--- config.mk ---
export PLATFORM = sky130hd
export DESIGN_NAME = layer12_sequencer
export DESIGN_NICKNAME = d
export VERILOG_FILES = /design/src/rtl/layer12_pkg.sv /design/src/rtl/layer12_addr_gen.sv /design/src/rtl/layer12_sequencer.sv
export SDC_FILE = /design/constraint.sdc
export NUM_CORES = 1
export LEC_CHECK = 0
export ABC_CLOCK_PERIOD_IN_PS = 8300
export CAP_MARGIN = 20
export CORE_MARGIN = 3
export CORE_UTILIZATION = 55
export CTS_BUF_LIST = sky130_fd_sc_hd__clkbuf_8 sky130_fd_sc_hd__clkbuf_16
export CTS_CLUSTER_SIZE = 30
export DETAILED_ROUTE_END_ITERATION = 10
export HOLD_SLACK_MARGIN = 0.02
export PLACE_DENSITY = 0.87
export SETUP_SLACK_MARGIN = 0.5
export SLEW_MARGIN = 30
export SYNTH_ARGS = -nofsm -noshare
export SYNTH_HDL_FRONTEND = slang
export SYNTH_SLANG_ARGS = --single-unit
--- constraint.sdc ---
create_clock -name clk -period 8.3 [get_ports clk]
set_clock_uncertainty 0.15 [all_clocks]
set_input_delay 1.66 -clock clk [delete_from_list [all_inputs] [get_ports clk]]
set_output_delay 1.66 -clock clk [all_outputs]
set_load 0.005 [all_outputs]
--- src/rtl/layer12_pkg.sv ---
// Shared constants and types for the layer-12 sequencer.
// Per-pass tables are indexed by pass number u (0..4).
// Pure package: no logic, no timing.
package layer12_pkg;

  localparam int NPASS = 5;
  localparam int PIX   = 64;

  typedef enum logic [1:0] {
    KDIR_1X1 = 2'd0,
    KDIR_1X3 = 2'd1,
    KDIR_3X1 = 2'd2
  } kdir_e;

  typedef enum logic [1:0] {
    IDLE  = 2'd0,
    RUN   = 2'd1,
    DRAIN = 2'd2,
    DONE  = 2'd3
  } state_e;

  // Element [u] belongs to pass u (element 0 is the rightmost entry).
  localparam logic [NPASS-1:0][1:0] CIN_TAB  = {2'd1, 2'd1, 2'd1, 2'd1, 2'd2};
  localparam logic [NPASS-1:0][1:0] COUT_TAB = {2'd2, 2'd1, 2'd1, 2'd1, 2'd1};
  localparam logic [NPASS-1:0][1:0] KDIR_TAB = {KDIR_1X1, KDIR_3X1, KDIR_1X3,
                                                KDIR_1X1, KDIR_1X1};

  function automatic logic [1:0] cin_of(input logic [2:0] u);
    return (u < 3'(NPASS)) ? CIN_TAB[u] : 2'd1;
  endfunction

  function automatic logic [1:0] cout_of(input logic [2:0] u);
    return (u < 3'(NPASS)) ? COUT_TAB[u] : 2'd1;
  endfunction

  function automatic kdir_e kdir_of(input logic [2:0] u);
    return (u < 3'(NPASS)) ? kdir_e'(KDIR_TAB[u]) : KDIR_1X1;
  endfunction

  // Taps per pixel and input tile: one for pointwise, three otherwise.
  function automatic logic [1:0] kt_of(input kdir_e k);
    return (k == KDIR_1X1) ? 2'd1 : 2'd3;
  endfunction

endpackage

--- src/rtl/layer12_addr_gen.sv ---
// Combinational read / write / skip address and padding generation.
// Latency: zero cycles (pure combinational).
// Backpressure: none; outputs are gated to 0 by the enable inputs.
// Ports: kdir_i/cin_i/tap_i/pix_i describe the tap being issued (rd_en_i),
//        wz_i/wpix_i describe the pixel being written (wr_en_i, skip_en_i).
module layer12_addr_gen
  import layer12_pkg::*;
#(
  parameter int ADDR_W = 10,
  parameter int W      = 8,
  parameter int H      = 8,
  parameter int PIX_W  = 6
) (
  input  kdir_e             kdir_i,
  input  logic              rd_en_i,
  input  logic [1:0]        cin_i,
  input  logic [1:0]        tap_i,
  input  logic [PIX_W-1:0]  pix_i,
  input  logic              wr_en_i,
  input  logic              skip_en_i,
  input  logic [2:0]        wz_i,
  input  logic [PIX_W-1:0]  wpix_i,
  output logic [ADDR_W-1:0] rd_addr_o,
  output logic [ADDR_W-1:0] wr_addr_o,
  output logic [ADDR_W-1:0] skip_addr_o,
  output logic              pad_o
);

  int   x_c, y_c, nb_c, src_c;
  logic pad_c;

  always_comb begin
    x_c   = int'(pix_i) % W;
    y_c   = int'(pix_i) / W;
    nb_c  = 0;
    src_c = int'(pix_i);
    pad_c = 1'b0;
    unique case (kdir_i)
      KDIR_1X3: begin
        // Horizontal neighbour: column x+tap-1 must stay inside the row.
        nb_c  = x_c + int'(tap_i) - 1;
        pad_c = (nb_c < 0) || (nb_c >= W);
        src_c = int'(pix_i) + int'(tap_i) - 1;
      end
      KDIR_3X1: begin
        nb_c  = y_c + int'(tap_i) - 1;
        pad_c = (nb_c < 0) || (nb_c >= H);
        src_c = int'(pix_i) + (int'(tap_i) - 1) * W;
      end
      default: begin
        nb_c  = 0;
        src_c = int'(pix_i);
        pad_c = 1'b0;
      end
    endcase
  end

  // A padded tap reads address 0; the datapath substitutes zero via padding.
  assign rd_addr_o   = (rd_en_i && !pad_c) ? ADDR_W'(int'(cin_i) * W * H + src_c) : '0;
  assign pad_o       = rd_en_i && pad_c;
  assign wr_addr_o   = wr_en_i ? ADDR_W'(int'(wz_i) * W * H + int'(wpix_i)) : '0;
  assign skip_addr_o = skip_en_i ? wr_addr_o : '0;

endmodule

--- src/rtl/layer12_sequencer.sv ---
// Layer-12 sequencer: runs the five convolution passes on one start pulse.
// Latency: addresses combinational from state; padding/temp_zero_new/load one cycle later.
// Backpressure: none by default; with SEQ_HOLD_EN, hold freezes everything.
// Ports: clk, rst (async active-low), start -> busy, done, u, z, weight_addr,
//        BRAM1/BRAM2/BRAM_skip address pairs, padding, temp_zero_new, load.
//        Optional feature macro: SEQ_HOLD_EN adds the hold input.
module layer12_sequencer
  import layer12_pkg::*;
#(
  parameter int ADDR_W  = 10,
  parameter int W       = 8,
  parameter int H       = 8,
  parameter int WADDR_W = 6
) (
  input  logic               clk,
  input  logic               rst,
  input  logic               start,
`ifdef SEQ_HOLD_EN
  input  logic               hold,
`endif
  output logic               busy,
  output logic               done,
  output logic [2:0]         u,
  output logic [2:0]         z,
  output logic [WADDR_W-1:0] weight_addr,
  output logic [ADDR_W-1:0]  BRAM1_addr1,
  output logic [ADDR_W-1:0]  BRAM1_addr2,
  output logic [ADDR_W-1:0]  BRAM2_addr1,
  output logic [ADDR_W-1:0]  BRAM2_addr2,
  output logic [ADDR_W-1:0]  BRAM_skip_addr1,
  output logic [ADDR_W-1:0]  BRAM_skip_addr2,
  output logic               padding,
  output logic               temp_zero_new,
  output logic               load
);

  localparam int NPIX  = W * H;
  localparam int PIX_W = $clog2(NPIX);

  logic hold_w;
`ifdef SEQ_HOLD_EN
  assign hold_w = hold;
`else
  assign hold_w = 1'b0;
`endif

  state_e             state_q, state_d;
  logic [2:0]         u_q, u_d, z_q, z_d;
  logic [PIX_W-1:0]   pix_q, pix_d;
  logic [1:0]         cin_q, cin_d, tap_q, tap_d;
  logic               idle_q, idle_d;     // the spare cycle closing each pixel slot
  // One-stage delay pipeline: write pixel and controls lag the issue by one cycle.
  logic [2:0]         wz_q;
  logic [PIX_W-1:0]   wpix_q;
  logic               pad_q, tzn_q, load_q;

  logic [1:0]         cin_n, cout_n, kt;
  kdir_e              kdir;
  logic               issue, wr_en, pad_c;
  logic [ADDR_W-1:0]  rd_addr, wr_addr, skip_addr;

  assign cin_n  = cin_of(u_q);
  assign cout_n = cout_of(u_q);
  assign kdir   = kdir_of(u_q);
  assign kt     = kt_of(kdir);
  assign issue  = (state_q == RUN) && !idle_q;
  // DRAIN still carries the last pixel's write and load.
  assign wr_en  = (state_q == RUN) || (state_q == DRAIN);

  always_comb begin
    state_d = state_q;
    u_d     = u_q;
    z_d     = z_q;
    pix_d   = pix_q;
    cin_d   = cin_q;
    tap_d   = tap_q;
    idle_d  = idle_q;
    unique case (state_q)
      IDLE: begin
        if (start) begin
          state_d = RUN;
          u_d     = '0;
          z_d     = '0;
          pix_d   = '0;
          cin_d   = '0;
          tap_d   = '0;
          idle_d  = 1'b0;
        end
      end
      RUN: begin
        if (idle_q) begin
          idle_d = 1'b0;
          if (pix_q == PIX_W'(NPIX - 1)) begin
            pix_d = '0;
            if (z_q == 3'(cout_n) - 3'd1) begin
              z_d     = '0;
              state_d = DRAIN;
            end else begin
              z_d = z_q + 3'd1;
            end
          end else begin
            pix_d = pix_q + PIX_W'(1);
          end
        end else if (tap_q == kt - 2'd1) begin
          tap_d = '0;
          if (cin_q == cin_n - 2'd1) begin
            cin_d  = '0;
            idle_d = 1'b1;
          end else begin
            cin_d = cin_q + 2'd1;
          end
        end else begin
          tap_d = tap_q + 2'd1;
        end
      end
      DRAIN: begin
        if (u_q == 3'd4) begin
          state_d = DONE;
        end else begin
          state_d = RUN;
          u_d     = u_q + 3'd1;
        end
      end
      DONE: begin
        state_d = IDLE;
        u_d     = '0;
      end
      default: state_d = IDLE;
    endcase
  end

  always_ff @(posedge clk or negedge rst) begin
    if (!rst) begin
      state_q <= IDLE;
      u_q     <= '0;
      z_q     <= '0;
      pix_q   <= '0;
      cin_q   <= '0;
      tap_q   <= '0;
      idle_q  <= 1'b0;
      wz_q    <= '0;
      wpix_q  <= '0;
      pad_q   <= 1'b0;
      tzn_q   <= 1'b0;
      load_q  <= 1'b0;
    end else if (!hold_w) begin
      state_q <= state_d;
      u_q     <= u_d;
      z_q     <= z_d;
      pix_q   <= pix_d;
      cin_q   <= cin_d;
      tap_q   <= tap_d;
      idle_q  <= idle_d;
      wz_q    <= z_q;
      wpix_q  <= pix_q;
      pad_q   <= pad_c;
      tzn_q   <= issue && (cin_q == 2'd0) && (tap_q == 2'd0);
      // The cycle after a slot's spare cycle writes that slot's pixel.
      load_q  <= (state_q == RUN) && idle_q;
    end
  end

  layer12_addr_gen #(
    .ADDR_W (ADDR_W),
    .W      (W),
    .H      (H),
    .PIX_W  (PIX_W)
  ) u_addr_gen (
    .kdir_i      (kdir),
    .rd_en_i     (issue),
    .cin_i       (cin_q),
    .tap_i       (tap_q),
    .pix_i       (pix_q),
    .wr_en_i     (wr_en),
    .skip_en_i   (wr_en && (u_q == 3'd4)),
    .wz_i        (wz_q),
    .wpix_i      (wpix_q),
    .rd_addr_o   (rd_addr),
    .wr_addr_o   (wr_addr),
    .skip_addr_o (skip_addr),
    .pad_o       (pad_c)
  );

  assign weight_addr = issue ?
      WADDR_W'((int'(z_q) * int'(cin_n) + int'(cin_q)) * int'(kt) + int'(tap_q)) : '0;

  // Odd passes read memory2 and write memory1; even passes the reverse.
  assign BRAM1_addr1     = u_q[0] ? wr_addr : rd_addr;
  assign BRAM1_addr2     = BRAM1_addr1;
  assign BRAM2_addr1     = u_q[0] ? rd_addr : wr_addr;
  assign BRAM2_addr2     = BRAM2_addr1;
  assign BRAM_skip_addr1 = skip_addr;
  assign BRAM_skip_addr2 = skip_addr;

  assign busy          = (state_q != IDLE);
  assign done          = (state_q == DONE) && !hold_w;
  assign u             = u_q;
  assign z             = z_q;
  assign padding       = pad_q;
  assign temp_zero_new = tzn_q && !hold_w;
  assign load          = load_q && !hold_w;

endmodule
Word level (Yosys, flattened, before mapping)
Memory sizes are Yosys's and may differ from the RTL's. Index checks and enable logic that the tools add are counted.

ROM bits: 48. Output and inout bits: 77. Memories: 3. Input port bits: 3. Word-level logic and storage cells: 131. Register bits after elaboration: 31.

Memory list: (no name shown) (words 8, width 2, rd ports 1, clocked after memory_dff 0, write ports 0, line layer12_pkg.sv:37) `return (u < 3'(NPASS)) ? kdir_e'(KDIR_TAB[u]) : KDIR_1X1;`; (no name shown) (words 8, width 2, rd ports 1, clocked after memory_dff 0, write ports 0, line layer12_pkg.sv:33) `return (u < 3'(NPASS)) ? COUT_TAB[u] : 2'd1;`; (no name shown) (words 8, width 2, rd ports 1, clocked after memory_dff 0, write ports 0, line layer12_pkg.sv:29) `return (u < 3'(NPASS)) ? CIN_TAB[u] : 2'd1;`.

$add $sub $neg: 20. Reduce and logical (&&, ||, !) cells: 26. $mul: 2. Equality and inequality tests: 17. Order comparisons: 6. Multiplexer cells: 45.

Operators with widths (count): greater-or-equal comparator 32 x 5 -> 1 bit (second input constant) (2); less-than comparator 32 x 1 -> 1 bit (second input constant) (2); subtractor 32 x 2 -> 32 bit (second input constant) (2); 2-to-1 mux 10 bit (5); 2-to-1 mux 2 bit (18); 2-to-1 mux 6 bit (4); case mux 10 bit (2 select lines) (1); 2-to-1 mux 3 bit (5); case mux 6 bit (2 select lines) (1); AND reduction 4 bit (3); adder 9 x 10 -> 10 bit (1); adder 9 x 6 -> 10 bit (1); case mux 3 bit (3 select lines) (1); AND reduction 3 bit (3); adder 3 x 2 -> 4 bit (2); adder 7 x 6 -> 8 bit (1); logical NOT 2 bit (4); inequality test 2 bit (second input constant) (4); case mux 2 bit (2 select lines) (2); case mux 2 bit (4 select lines) (1); subtractor 7 x 1 -> 8 bit (second input constant) (1); adder 6 x 2 -> 7 bit (1); logical AND 1 bit (7); adder 3 x 1 -> 3 bit (second input constant) (2); other kinds (25) (42).

Logic depth before layout (Yosys ltp)
Word-level depth: 10. Mapped depth: 20. Mapped depth without buffers: 17.

Modules after synthesis
A second synthesis with hierarchy kept.

Cell total of the unflattened synthesis: 402. Area, all modules: 3554.7 µm².

By module, submodules not included: layer12_sequencer (cells an instance 263, seq. area each 775.7 µm², area each 2537.4 µm², instances 1); layer12_addr_gen (cells an instance 139, seq. area each 0.0 µm², area each 1017.2 µm², instances 1).

Worst setup path after synthesis
Ideal clock, no wire load.

Path kind: register -> output. From: register u_q[0], in the netlist u[0]. To: output weight_addr[5]. Data required time: 6490 ps. Buffers on the path: 3. Data arrival time: 4383 ps. Slack: 2107 ps. Cell stages (with the launch flop): 19. Cells stage by stage: dfrtp_1 > clkbuf_1 > clkinv_1 > clkbuf_1 > ha_1 > nor2b_1 > clkbuf_1 > nand2b_1 > fa_1 > inv_1 > ha_1 > fa_1 > ha_1 > fa_1 > a21o_1 > a21oi_1 > xor2_1 > xnor2_1 > nor2_1.

Word-level cells in the longest chain between the ends: 8. Elaborated cells between the ends (all ways): 14. Classes of those cells: add/sub (2); mul (2); order compare (1); mux (6); reduce/logical (1); memory (2).

Ends and longest elaborated chain: from (decl) (line layer12_sequencer.sv:48) `logic [2:0] u_q, u_d, z_q, z_d;`; from (signal assigned) (line layer12_sequencer.sv:148) `u_q <= u_d;`; memory read (8 x 2 bit), on equally long branches; 2-to-1 mux 2 bit, on equally long branches (2 in a row) (line layer12_pkg.sv:29, layer12_pkg.sv:37); multiplier 3 x 2 -> 5 bit / logical NOT 2 bit (equally long branches) (line layer12_sequencer.sv:185, layer12_pkg.sv:42); adder 5 x 2 -> 6 bit / 2-to-1 mux 2 bit (equally long branches) (line layer12_sequencer.sv:185, layer12_pkg.sv:42); multiplier 6 x 2 -> 6 bit * (line layer12_sequencer.sv:185) `WADDR_W'((int'(z_q) * int'(cin_n) + int'(cin_q)) * int'(kt) + int'(tap_q)) : '0;`; adder 6 x 2 -> 6 bit * (line layer12_sequencer.sv:185); 2-to-1 mux 6 bit * (line layer12_sequencer.sv:184) `assign weight_addr = issue ?`; to (decl) (line layer12_sequencer.sv:25) `output logic [WADDR_W-1:0] weight_addr,`.

Every way passes the cells marked *; elsewhere a longest branch is shown, timed or not. The select of a mux whose other input is x is not followed.

Final worst setup path
Same ends and word-level chain as after synthesis.

==> results.cfg <==
[yosys]
synth_async_sr_flop_share_pct = 100.0
synth_cell_type_count = 49
yosys-top-cells-count = 50 x ha_1, 38 x nand2_1, 34 x buf_4
synth_enable_flop_cells = 0
seq_area_frac_synth_pct = 22.80
synth-seq-cells = 31
synth_area_mm2 = 0.003402
synthTopCellsByArea = dfrtp_1 23%, ha_1 18%, buf_4 7.5%
yosys.area.top_type = dfrtp_1
yosysMostFrequentCell = ha_1
ys_dominant_reg_cell = dfrtp_1
synthCells = 403
yosysTopAreaCellShare_pct = 22.80
syn_area_per_cell_um2 = 8.442
yosys_warnings = 0

[clock_network]
root_buffer = clkbuf_8
post_cts_resized = 0
cts_max_level = 2
clk_pin_slew_ns = 0.07
cts_buffers = 5
cts-hold-fix-buffers = 0
cts_setup_buffers = 0
clock_latency_ns = 0.30
clockBufferDepth = 2
clkSinkCount = 31
cts_tree = done

[final_layout]
final_cells = 522
layout-drive-gt1-share_pct = 4.027
insertedDiodeCount = 0
nets = 508
syn2layout_area_growth_pct = 20.74

[detailed_routing]
wl_per_cell_um = 15.87
num_vias = 3005
antenna_left = 0
viasPerCell = 5.757
drc_errors = 0
drt-initial-drc-count = 189
wl_um = 8282
dr.pass1.iters = 4

[sta]
period_minus_slack_ns = 6.962
tightestPinTransition_ns = 0.7270
rsz0062_at_grt = false
slew_viol_final = 0
fin_crit_sh_pct = 83.88
hold_viol = 0
tns_ns = 0
clock.fmax_mhz = 143.6
max-slew-margin-rel_pct = 51.40
setup_viol = 0

[global_routing]
grt_pass1_wl_um = 14230
grt_overflow = 0
grt_start_max_net_pins = 32
grt_antenna_before_repair = 0
grt_pass1_vias = 2980
grtUsageTotal_pct = 24.65

[placed_design]
gp_congestion = 0.8936
dp_cells = 514
dpl.hpwl_um = 6501
portBuffers = 77

[floorplanning]
dieArea_mm2 = 0.007165
die_height_um = 84.65
fp-row-count = 28
die_x_um = 84.65
core_area_mm2 = 0.005956
ioPinCount = 80
initial_core_util_pct = 57.12

[pwr]
p_leak_uw = 0.001864
power_density_mw_per_mm2 = 261.3
ir_drop_uv = 132.0

[critical_path]
worstPathCellList = clkinv_1 > ha_1 > nor2b_1 > nand2b_1 > fa_1 > inv_1 > ha_1 > fa_1 > ha_1 > fa_1 > a21o_1 > a21oi_1 > xor2_1 > xnor2_1 > nor2_1 > clkdlybuf4s50_1
cp_slowest_cell = clkdlybuf4s50_1
max_stage_delay_ns = 0.51
required_ns = 6.49
crit_path_start_kind = flop
worstPathMaxFanout = 19
worstSetupPathType = flop to output pin
end_kind = output pin
arrival_ns = 5.15

[status]
status = finished, final reports clean

[run]
drv_cap = 0

[worst_hold_path]
hp-class = flop to flop
[worst paths after layout]
| kind | startpoint | end | slack (ns) | cells after the start |
|---|---|---|---|---|
| hold reg to reg | z[2]$_DFFE_PN0P_ | wz_q[2]$_DFF_PN0_ | 0.41 | 0 |
| setup reg to reg | pix_q[0]$_DFFE_PN0P_ | padding$_DFF_PN0_ | 5.57 | 10 |
| hold / removal | z[2]$_DFFE_PN0P_ | wz_q[2]$_DFF_PN0_ | 0.41 | 0 |
| min in group asynchronous | rst | tap_q[1]$_DFFE_PN0P_ | 1.61 | 2 |
| setup / recovery | u[0]$_DFFE_PN0P_ | weight_addr[5] | 1.34 | 16 |
| max in group asynchronous | rst | state_q[1]$_DFFE_PN0P_ | 6.10 | 2 |
[placed cells by master, fill, tap and decap left out, drive strengths merged, types with 2 or more instances in the layout]
cell            n
a21o            7
a21oi          15
a22o            7
a31oi           6
a32oi           2
and2           10
and3            3
buf             4
clkbuf          6
clkdlybuf4s50  77
clkinv          2
conb            2
dfrtp          31
fa              9
ha             50
inv            32
mux2i           2
nand2          38
nand2b         12
nand3          15
nand4           2
nor2           21
nor2b           6
nor3            5
nor3b           2
o211ai          3
o21ai          27
o21bai          2
o22ai          11
o31ai           6
o32ai           4
or2             2
or3             2
xnor2           7
xor2            9
[cell type report]
class,count,area [um^2]
Multi-Input combinational cell,294,2196
Fill cell,463,1848
Timing Repair Buffer,81,800.8
Sequential cell,31,775.7
Inverter,33,123.9
Tap cell,75,93.84
Clock buffer,6,82.58
Clock inverter,2,35.03
[cells by family after synthesis]
group,share of synthesized area (%)
AO/OA/AOI/OAI,18.32
XOR/XNOR,4.119
adder cells (fa/ha/maj),23.69
buffers and inverters,12.76
flip-flops,22.80
multiplexers,0.5885
other,0.1102
AND/OR/NAND/NOR,17.62
[critical path, delay by kind of cell, from the launching register on]
family / cells / cell delay [ns]
adders and majority gates: 6 / 2.43
and+or+nand+nor: 3 / 0.49
DFF: 1 / 0.35
buffers and inverters: 3 / 0.93
xor gates and xnor gates: 2 / 0.30
AOI/OAI and AO/OA: 2 / 0.37
[per-layer routing]
metal / vias up / global-route usage [%] / wire length (um)
met5: - / 0 / 0
met4: 0 / 10.50 / 239
met3: 22 / 4.514 / 734
met2: 143 / 43.35 / 4190
met1: 1387 / 29.34 / 3117
li1: 1453 / - / -
[where the power goes]
group	total, uW	switching (uW)	internal, uW
clock network	159	62.2	97.1
registers	227	45.6	182
logic	687	398	288
total	1070	506	567
[through the flow]
step | total power (uW) | cell area [um^2] | hold slack (ns) | worst slack, ns | utilization [%]
5_1_grt | 1170 | 4108 | 0.4262 | 0.9166 | 68.97
3_3_place_gp | 867.5 | 3990 | 0.3831 | 1.807 | 67.00
2_1_floorplan | 701.0 | 3406 | 0.2485 | 2.107 | -
4_1_cts | 1067 | 4108 | 0.4029 | 1.312 | 68.97
3_5_place_dp | 899.8 | 3990 | 0.3927 | 1.657 | 67.00
6_report | 1073 | 4108 | 0.4059 | 1.338 | 68.97
[registers in the layout, summed over array words and instances, names as in the netlist]
name	count
pix_q	6
wpix_q	6
u	3
wz_q	3
z	3
cin_q	2
state_q	2
tap_q	2
idle_q	1
load	1
padding	1
temp_zero_new	1
No activity file was read; power rests on OpenSTA's default activity.
